**config.mk**
```make
export PLATFORM = sky130hd
export DESIGN_NAME = nibble_code_lock_flat
export DESIGN_NICKNAME = d
export VERILOG_FILES = /design/src/rtl/nibble_code_lock_pkg.sv /design/src/rtl/nibble_code_lock_if.sv /design/src/rtl/nibble_code_lock_eq.sv /design/src/rtl/nibble_code_lock.sv /design/src/flat_wrapper.sv
export SDC_FILE = /design/constraint.sdc
export NUM_CORES = 1
export LEC_CHECK = 0
export CAP_MARGIN = 30
export CORE_MARGIN = 2
export CORE_UTILIZATION = 33
export CTS_CLUSTER_SIZE = 12
export DETAILED_ROUTE_END_ITERATION = 10
export GPL_ROUTABILITY_DRIVEN = 0
export GPL_TIMING_DRIVEN = 0
export SETUP_SLACK_MARGIN = 0.3
export SLEW_MARGIN = 20
export SYNTH_ARGS = -nofsm -noshare
export SYNTH_HDL_FRONTEND = slang
export SYNTH_SLANG_ARGS = --single-unit
```
**constraint.sdc**
```tcl
create_clock -name clk -period 1.7 [get_ports clk]
set_clock_uncertainty 0.05 [all_clocks]
set_input_delay 0.255 -clock clk [delete_from_list [all_inputs] [get_ports clk]]
set_output_delay 0.255 -clock clk [all_outputs]
set_load 0.05 [all_outputs]
```
**src/rtl/nibble_code_lock_pkg.sv**
```systemverilog
// Shared types and constants for the nibble code lock: state encoding,
// default key width and the timer width helper.
package nibble_code_lock_pkg;

  localparam int KEY_W_DEF = 4;

  typedef enum logic [1:0] {
    IDLE    = 2'd0,
    CHECK   = 2'd1,
    OPEN    = 2'd2,
    LOCKOUT = 2'd3
  } lock_state_t;

  // Down-counter width large enough for the longer of the two windows, never below 1 bit.
  function automatic int timer_w(input int a, input int b);
    int m;
    m = (a > b) ? a : b;
    return (m > 1) ? $clog2(m) : 1;
  endfunction

endpackage

```
**src/rtl/nibble_code_lock_if.sv**
```systemverilog
// Keypad-side handshake and status bundle of the code lock.
// master = code source / keypad, slave = lock.
interface nibble_code_lock_if
  import nibble_code_lock_pkg::*;
#(
  parameter int KEY_W = KEY_W_DEF
);
  logic             key_load;
  logic [KEY_W-1:0] key_in;
  logic             try_valid;
  logic [KEY_W-1:0] try_code;
  logic             ready;
  logic             unlocked;
  logic             alarm;
  logic [1:0]       fails;

  modport master (
    output key_load, key_in, try_valid, try_code,
    input  ready, unlocked, alarm, fails
  );

  modport slave (
    input  key_load, key_in, try_valid, try_code,
    output ready, unlocked, alarm, fails
  );
endinterface

```
**src/rtl/nibble_code_lock_eq.sv**
```systemverilog
// Gate-level equality: per-bit XNOR followed by an AND reduction tree.
module nibble_eq #(
  parameter int KEY_W = 4
) (
  input  logic [KEY_W-1:0] a,
  input  logic [KEY_W-1:0] b,
  output logic             eq
);
  logic [KEY_W-1:0] bit_eq;

  for (genvar i = 0; i < KEY_W; i++) begin : g_xnor
    assign bit_eq[i] = ~(a[i] ^ b[i]);
  end

  assign eq = &bit_eq;
endmodule

```
**src/rtl/nibble_code_lock.sv**
```systemverilog
// Code lock front-end: holds the key, checks trial codes, drives a timed unlock
// window or counts failures into a timed alarm lockout.
module nibble_code_lock
  import nibble_code_lock_pkg::*;
#(
  parameter int KEY_W          = KEY_W_DEF,
  parameter int MAX_FAILS      = 3,
  parameter int UNLOCK_CYCLES  = 8,
  parameter int LOCKOUT_CYCLES = 16
) (
  input  logic                clk,
  input  logic                rst_n,
  nibble_code_lock_if.slave   bus
);
  localparam int TW = timer_w(UNLOCK_CYCLES, LOCKOUT_CYCLES);

  lock_state_t      state, state_nxt;
  logic [KEY_W-1:0] key_reg, key_nxt;
  logic [KEY_W-1:0] try_reg, try_nxt;
  logic [1:0]       fails, fails_nxt;
  logic [TW-1:0]    timer, timer_nxt;
  logic             eq;
  logic             fails_last;

  nibble_eq #(.KEY_W(KEY_W)) u_eq (
    .a  (try_reg),
    .b  (key_reg),
    .eq (eq)
  );

  // This failure is the one that reaches the lockout threshold.
  assign fails_last = ((32'(fails) + 32'd1) >= 32'(MAX_FAILS));

  always_ff @(posedge clk or negedge rst_n) begin
    if (!rst_n) begin
      state   <= IDLE;
      key_reg <= '0;
      try_reg <= '0;
      fails   <= '0;
      timer   <= '0;
    end else begin
      state   <= state_nxt;
      key_reg <= key_nxt;
      try_reg <= try_nxt;
      fails   <= fails_nxt;
      timer   <= timer_nxt;
    end
  end

  always_comb begin
    state_nxt = state;
    key_nxt   = key_reg;
    try_nxt   = try_reg;
    fails_nxt = fails;
    timer_nxt = timer;
    unique case (state)
      IDLE: begin
        // key_load has priority; a simultaneous trial is dropped.
        if (bus.key_load) begin
          key_nxt   = bus.key_in;
          fails_nxt = '0;
        end else if (bus.try_valid) begin
          try_nxt   = bus.try_code;
          state_nxt = CHECK;
        end
      end
      CHECK: begin
        if (eq) begin
          fails_nxt = '0;
          timer_nxt = TW'(UNLOCK_CYCLES - 1);
          state_nxt = OPEN;
        end else begin
          fails_nxt = fails + 2'd1;
          if (fails_last) begin
            timer_nxt = TW'(LOCKOUT_CYCLES - 1);
            state_nxt = LOCKOUT;
          end else begin
            state_nxt = IDLE;
          end
        end
      end
      OPEN: begin
        if (timer == '0) state_nxt = IDLE;
        else             timer_nxt = timer - TW'(1);
      end
      LOCKOUT: begin
        if (timer == '0) begin
          fails_nxt = '0;
          state_nxt = IDLE;
        end else begin
          timer_nxt = timer - TW'(1);
        end
      end
      default: state_nxt = IDLE;
    endcase
  end

  assign bus.ready    = (state == IDLE);
  assign bus.unlocked = (state == OPEN);
  assign bus.alarm    = (state == LOCKOUT);
  assign bus.fails    = fails;
endmodule

```
**src/flat_wrapper.sv**
```systemverilog
// flat-port wrapper written by rule: the top's interface ports become plain ports
module nibble_code_lock_flat import nibble_code_lock_pkg::*;
#(
  parameter int KEY_W          = KEY_W_DEF,
  parameter int MAX_FAILS      = 3,
  parameter int UNLOCK_CYCLES  = 8,
  parameter int LOCKOUT_CYCLES = 16
)
  (clk, rst_n, bus_key_load, bus_key_in, bus_try_valid, bus_try_code, bus_ready, bus_unlocked, bus_alarm, bus_fails);
  nibble_code_lock_if #(.KEY_W(KEY_W)) bus_i ();
  input  logic clk;
  input  logic rst_n;
  input wire logic [$bits(bus_i.key_load)-1:0] bus_key_load;
  input wire logic [$bits(bus_i.key_in)-1:0] bus_key_in;
  input wire logic [$bits(bus_i.try_valid)-1:0] bus_try_valid;
  input wire logic [$bits(bus_i.try_code)-1:0] bus_try_code;
  output wire logic [$bits(bus_i.ready)-1:0] bus_ready;
  output wire logic [$bits(bus_i.unlocked)-1:0] bus_unlocked;
  output wire logic [$bits(bus_i.alarm)-1:0] bus_alarm;
  output wire logic [$bits(bus_i.fails)-1:0] bus_fails;
  assign bus_i.key_load = bus_key_load;
  assign bus_i.key_in = bus_key_in;
  assign bus_i.try_valid = bus_try_valid;
  assign bus_i.try_code = bus_try_code;
  assign bus_ready = bus_i.ready;
  assign bus_unlocked = bus_i.unlocked;
  assign bus_alarm = bus_i.alarm;
  assign bus_fails = bus_i.fails;
  nibble_code_lock #(.KEY_W(KEY_W), .MAX_FAILS(MAX_FAILS), .UNLOCK_CYCLES(UNLOCK_CYCLES), .LOCKOUT_CYCLES(LOCKOUT_CYCLES)) u_core (.clk(clk), .rst_n(rst_n), .bus(bus_i));
endmodule
```
-- Word-level counts from Yosys, hierarchy flattened
Cells that the tools add are included.
- output and inout port bits: 5
- RAM bits: 0
- logic and storage cells: 52
- latch bits: 0
- flip-flop bits (word level): 16
- memories: 0
- input bits: 12
- ROM bits: 0
- shift operators: 0
- reduce and logical (&&, ||, !) cells: 11
- div/mod/pow operators: 0
- order comparisons: 1
- multiply operators: 0
- multiplexer cells: 13
- equal/unequal tests: 10
- add/sub/neg operators: 3
- bitwise gates (word level): 9
- operator list (kind ; count):
    $ge 32x2->1 const B ; 1
    $mux 2 ; 7
    $mux 4 ; 3
    $pmux 2 s3 ; 2
    $reduce_and 3->1 ; 4
    $ne 2x2->1 const B ; 4
    $pmux 4 s2 ; 1
    $not 1->1 ; 5
    $eq 2x2->1 const B ; 2
    $logic_not 4->1 ; 1
    $ne 2x1->1 const B ; 2
    $reduce_and 4->1 ; 1
    $sub 4x1->4 const B ; 1
    $xor 1x1->1 ; 4
    $add 2x1->3 const B ; 1
    $ne 3x1->1 const B ; 1
    $reduce_bool 3->1 ; 1
    $add 2x1->2 const B ; 1
    $eq 2x1->1 const B ; 1
    $logic_not 2->1 ; 1
    $reduce_and 2->1 ; 1
    $reduce_bool 2->1 ; 1
    $reduce_or 2->1 ; 1

-- Logic depth before layout (Yosys ltp)
- depth in word-level cells: 5
- mapped depth: 6
- gate-level depth less buffers: 6

-- Hierarchy
From an unflattened synthesis, not the netlist that was laid out.
- cells, all modules: 76
- area total of the unflattened synthesis: 863.3 um^2
- by module, submodules not included (module ; cells an instance ; times used ; seq. area each (um^2) ; area each (um^2)):
    nibble_code_lock ; 71 ; 1 ; 400.4 ; 815.8
    nibble_eq ; 5 ; 1 ; 0.0 ; 47.5

-- Worst setup path after synthesis
No wires, ideal clock.
- path type: register -> register
- start point: register u_core.state[0]
- end point: register u_core.key_reg[0]
- period minus slack after synthesis: 1.930 ns
- arrival time: 1.756 ns
- data required time: 1.525 ns
- path buffers: 0
- stages on the path, launching flop included: 4
- setup slack: -0.230 ns
- library setup time: 0.125 ns
- cell sequence: dfrtp_1 > nor2_1 > and2_4 > mux2_2
- word-level cells in the longest chain between the ends: 2
- RTL lines (what ; line ; RTL):
    from (decl) ; nibble_code_lock.sv:17 ; lock_state_t state, state_nxt;
    from (signal assigned) ; nibble_code_lock.sv:42 ; state <= state_nxt;
    $logic_not 2->1 ; -- ;
    named net bus_ready ; flat_wrapper.sv:17 ; output wire logic [$bits(bus_i.ready)-1:0] bus_ready;
    $reduce_and 2->1 (no line) ; -- ;
    to (signal assigned) ; nibble_code_lock.sv:43 ; key_reg <= key_nxt;
    to (decl) ; nibble_code_lock.sv:18 ; logic [KEY_W-1:0] key_reg, key_nxt;
The timed path passes the listed nets, and every way through them passes these cells.
A chain may end at the register's enable or synchronous reset.

-- Worst setup path in the final report
- start point: register u_core.fails[1], in the netlist u_core.bus.fails[1]
- end point: register u_core.timer[2]
- word-level cells in the longest chain between the ends: 4
- RTL lines (what ; line ; RTL):
    from (decl) ; nibble_code_lock.sv:20 ; logic [1:0] fails, fails_nxt;
    from (signal assigned) ; nibble_code_lock.sv:45 ; fails <= fails_nxt;
    $add 2x1->3 ; nibble_code_lock.sv:32 ; assign fails_last = ((32'(fails) + 32'd1) >= 32'(MAX_FAILS));
    $ge 32x2->1 ; nibble_code_lock.sv:32 ;
    $ne 3x1->1 (no line) ; -- ;
    $reduce_and 3->1 (no line) ; -- ;
    to (signal assigned) ; nibble_code_lock.sv:46 ; timer <= timer_nxt;
    to (decl) ; nibble_code_lock.sv:21 ; logic [TW-1:0] timer, timer_nxt;
Every way passes these cells.

==> metrics.md <==
| Metric | Value |
|---|---|
| Die X | `about 55 µm` |
| Final wirelength | `around 1700 µm` |
| Sequential area share after synthesis | `roughly 47%` |
| Cell row count | `18` |
| Top_reg_cell synth | `dfrtp_1` |
| Clk slew on worst S/H paths | `around 0.09 ns` |
| Synth Area in Compound Gates | `9.62%` |
| Final min period | `1.54 ns` |
| 1st-pass router iterations | `4` |
| Layout Cells excl Fill | `140` |
| Max-Cap Viols | `0` |
| Post-synthesis simple-gate area fraction | `a little under a fifth` |
| XOR/XNOR Fraction of Synth Area | `between 4 and 5%` |
| Overflow after GRT | `0` |
| Adder-cell share of the synthesized area | `4.44%` |
| Critical path launch point type | `flip-flop` |
| Die height | `54.6 µm` |
| Fin crit share | `about nine tenths` |
| Global-route wire length before repair | `2820 µm` |
| CTS tree | `yes` |
| Yosys warns | `0` |
| Final hold viol count | `0` |
| Area leader, netlist | `dfrtp_1` |
| VDD IR max | `0.940 mV` |
| Starting Density | `between 30% and 40%` |
| Ys async rst share | `100%` |
| CTS sink count | `16` |
| Outcome | `finished, final reports clean` |
| Crit-path cells | `ha_4 -> or2_4 -> a41o_1 -> o31a_1` |
| Share of cells above drive strength 1 | `roughly 45%` |
| Worst Path Buf+Inv | `0` |
| DRT iter0 DRCs | `6` |
| Crit path max-delay family | `compound AO/OA/AOI/OAI gates` |
| RSZ-0062 raised after global routing | `true` |
| CTS Root Buffer Type | `clkbuf_4` |
| Final Max Tran Viols | `0` |
| Die area | `~0.0030 mm²` |
| Synthesized Nets | `between 90 and 100` |
| # diodes | `0` |
| Hold Slack | `between 0.3 and 0.4 ns` |
| Initial antenna violation count | `0` |
| Number of synthesized flops with an enable pin | `0` |
| Mux contribution to synthesized area | `between 10% and 20%` |
| Hold Crit Class | `primary input to async pin` |
| Setup-failing EPs final | `0` |
| Placed Cells | `123` |
| Placed cell area | `around 0.0011 mm²` |
| Synthesized area per cell | `11.0 µm²` |
| Io pins | `17` |
| Post-synth top area share | `a little under half` |
| Largest family of logic cells by synthesized area | `simple AND/OR/NAND/NOR gates` |
| Post-CTS Hold Buffers | `0` |
| Syn Std Cell Area | `~850 µm²` |
| Final nets | `around 130` |
| Core area | `0.00245 mm²` |
| Count of cell types in the netlist | `26` |
| Final worst setup slack | `about 0.16 ns` |
| Syn Inst Count | `slightly below 80` |
| Worst path slowest cell | `dfrtp_2` |
| Htree depth | `1` |
| Data arrival time of the critical path | `between 1.5 and 2 ns` |
| Synth area leaders | `dfrtp_1 (47%), mux2_2 (12%), ha_1 (4.4%)` |
| Lkg Pwr | `approximately 0.57 nW` |
| Synth top cells by count | `dfrtp_1 (16), mux2_2 (9), nor2_1 (8)` |
| Final TNS setup | `0 ns` |
| GRT Overall Usage | `a little over an eighth` |
| CP Capture Type | `flip-flop` |
| Most frequent cell after synthesis | `dfrtp_1` |
| Clk buf depth | `2` |
| CTS Buf Count | `3` |
| Avg WL per Cell | `12.2 µm` |
| Critical path class | `flip-flop to flip-flop` |
| Overall power | `around 2.4 mW` |
| Routed via count | `668` |
| Power Dens Cells | `~1800 mW/mm²` |
| PortBufs | `16` |
| DP HPWL | `1200 µm` |
| Max stage delay on crit path | `~0.46 ns` |
| Post-layout util | `between 50% and 60%` |
| FMAX | `about 650 MHz` |
| Worst-skew pair later-pin latency | `0.28 ns` |
| Area grow syn2layout | `51.9%` |
| Synthesis-stage register bit count | `16` |
| Rel. slew slack | `52.8%` |
| Largest net degree at the start of global routing | `17` |
| Number of global-route vias before repair | `662` |
| Drt drc | `0` |
| Pre-CTS WS | `-0.237 ns` |
| Worst-Margin Slew | `0.707 ns` |
| Design area | `about 0.0013 mm²` |
| Routed Antenna Nets | `0` |
| Avg Vias per Cell | `about 4.8` |
| CP Max Fanout | `4` |
| Crit path required time | `roughly 1.8 ns` |
[power by group]
group          switching, mW  internal [mW]
Clock                  0.121          0.130
Combinational          0.624          0.731
Sequential             0.186          0.566
[area by class of cell]
cell class	instances	area [µm²]
buffer	1	11.3
tap	30	37.5
inverter	6	22.5
multi-input combinational	54	503
sequential	16	405
fill	217	1170
timing repair buffer	29	269
clock buffer	4	36.3
[metal layers]
metal	part of all wire, %	GRT usage, %	vias up
met5	0	0	-
met4	0.82	7.92	0
met3	4.3	2.46	2
met2	47	21.4	16
met1	48	17.2	315
li1	-	-	335
[worst paths after layout]
kind	endpoint	start	slack, ns	cells past startpoint
min in group clk	u_core.key_reg[0]	u_core.key_reg[0]	0.49	1
worst min-delay path	u_core.timer[3]	rst_n	0.33	1
max in group asynchronous	u_core.bus.fails[1]	rst_n	0.77	1
worst max-delay path	u_core.timer[2]	u_core.bus.fails[1]	0.16	4
worst min register to register	u_core.key_reg[0]	u_core.key_reg[0]	0.49	1
worst max register to register	u_core.timer[2]	u_core.bus.fails[1]	0.16	4
[cell families (layout without fill, tap and decap cells)]
| logic type | count (synthesis) | count (layout) |
|---|---|---|
| adders and majority gates | 3 | 3 |
| and+or+nand+nor | 25 | 25 |
| muxes | 10 | 10 |
| xor gates and xnor gates | 4 | 4 |
| DFF | 16 | 16 |
| buffers and inverters | 7 | 40 |
| AOI/OAI and AO/OA | 12 | 12 |
[worst reg2reg max path, cell delays in order, from the launching register on]
cell and delay, ns:
dfrtp_2 0.46, ha_4 0.17, or2_4 0.24, a41o_1 0.26, o31a_1 0.26
[repair_timing]
action / 4_1_cts / 5_1_grt
pin swaps: 3 / 1
buffers inserted: 8 / 5
gates resized for setup: 39 / 12
endpoints found under the setup margin: 15 / 15
[cells in the final DEF (no fill, tap or decap)]
| cell type | n |
|---|---|
| buf_4 | 12 |
| dfrtp_1 | 12 |
| clkdlybuf4s50_1 | 11 |
| mux2_4 | 7 |
| nor2_1 | 7 |
| nand2_1 | 5 |
| inv_1 | 4 |
| buf_6 | 4 |
| xnor2_1 | 4 |
| o21ai_0 | 4 |
| dfrtp_2 | 4 |
| o211ai_1 | 3 |
| ha_4 | 3 |
| clkbuf_4 | 3 |
| inv_2 | 2 |
| and2_4 | 2 |
| nand4_1 | 2 |
| nor2b_1 | 2 |
| mux2_2 | 2 |
| buf_8 | 2 |
| and2b_2 | 1 |
| nor2_4 | 1 |
| nor4b_4 | 1 |
| nor3b_4 | 1 |
| nand2b_1 | 1 |
| or2_4 | 1 |
| a41o_1 | 1 |
| o221ai_1 | 1 |
| o31a_1 | 1 |
| a21oi_2 | 1 |
| mux2i_1 | 1 |
| o22ai_1 | 1 |
| nor3_1 | 1 |
| clkbuf_8 | 1 |
| buf_2 | 1 |
Note: power is estimated with default switching activity, not from simulation.
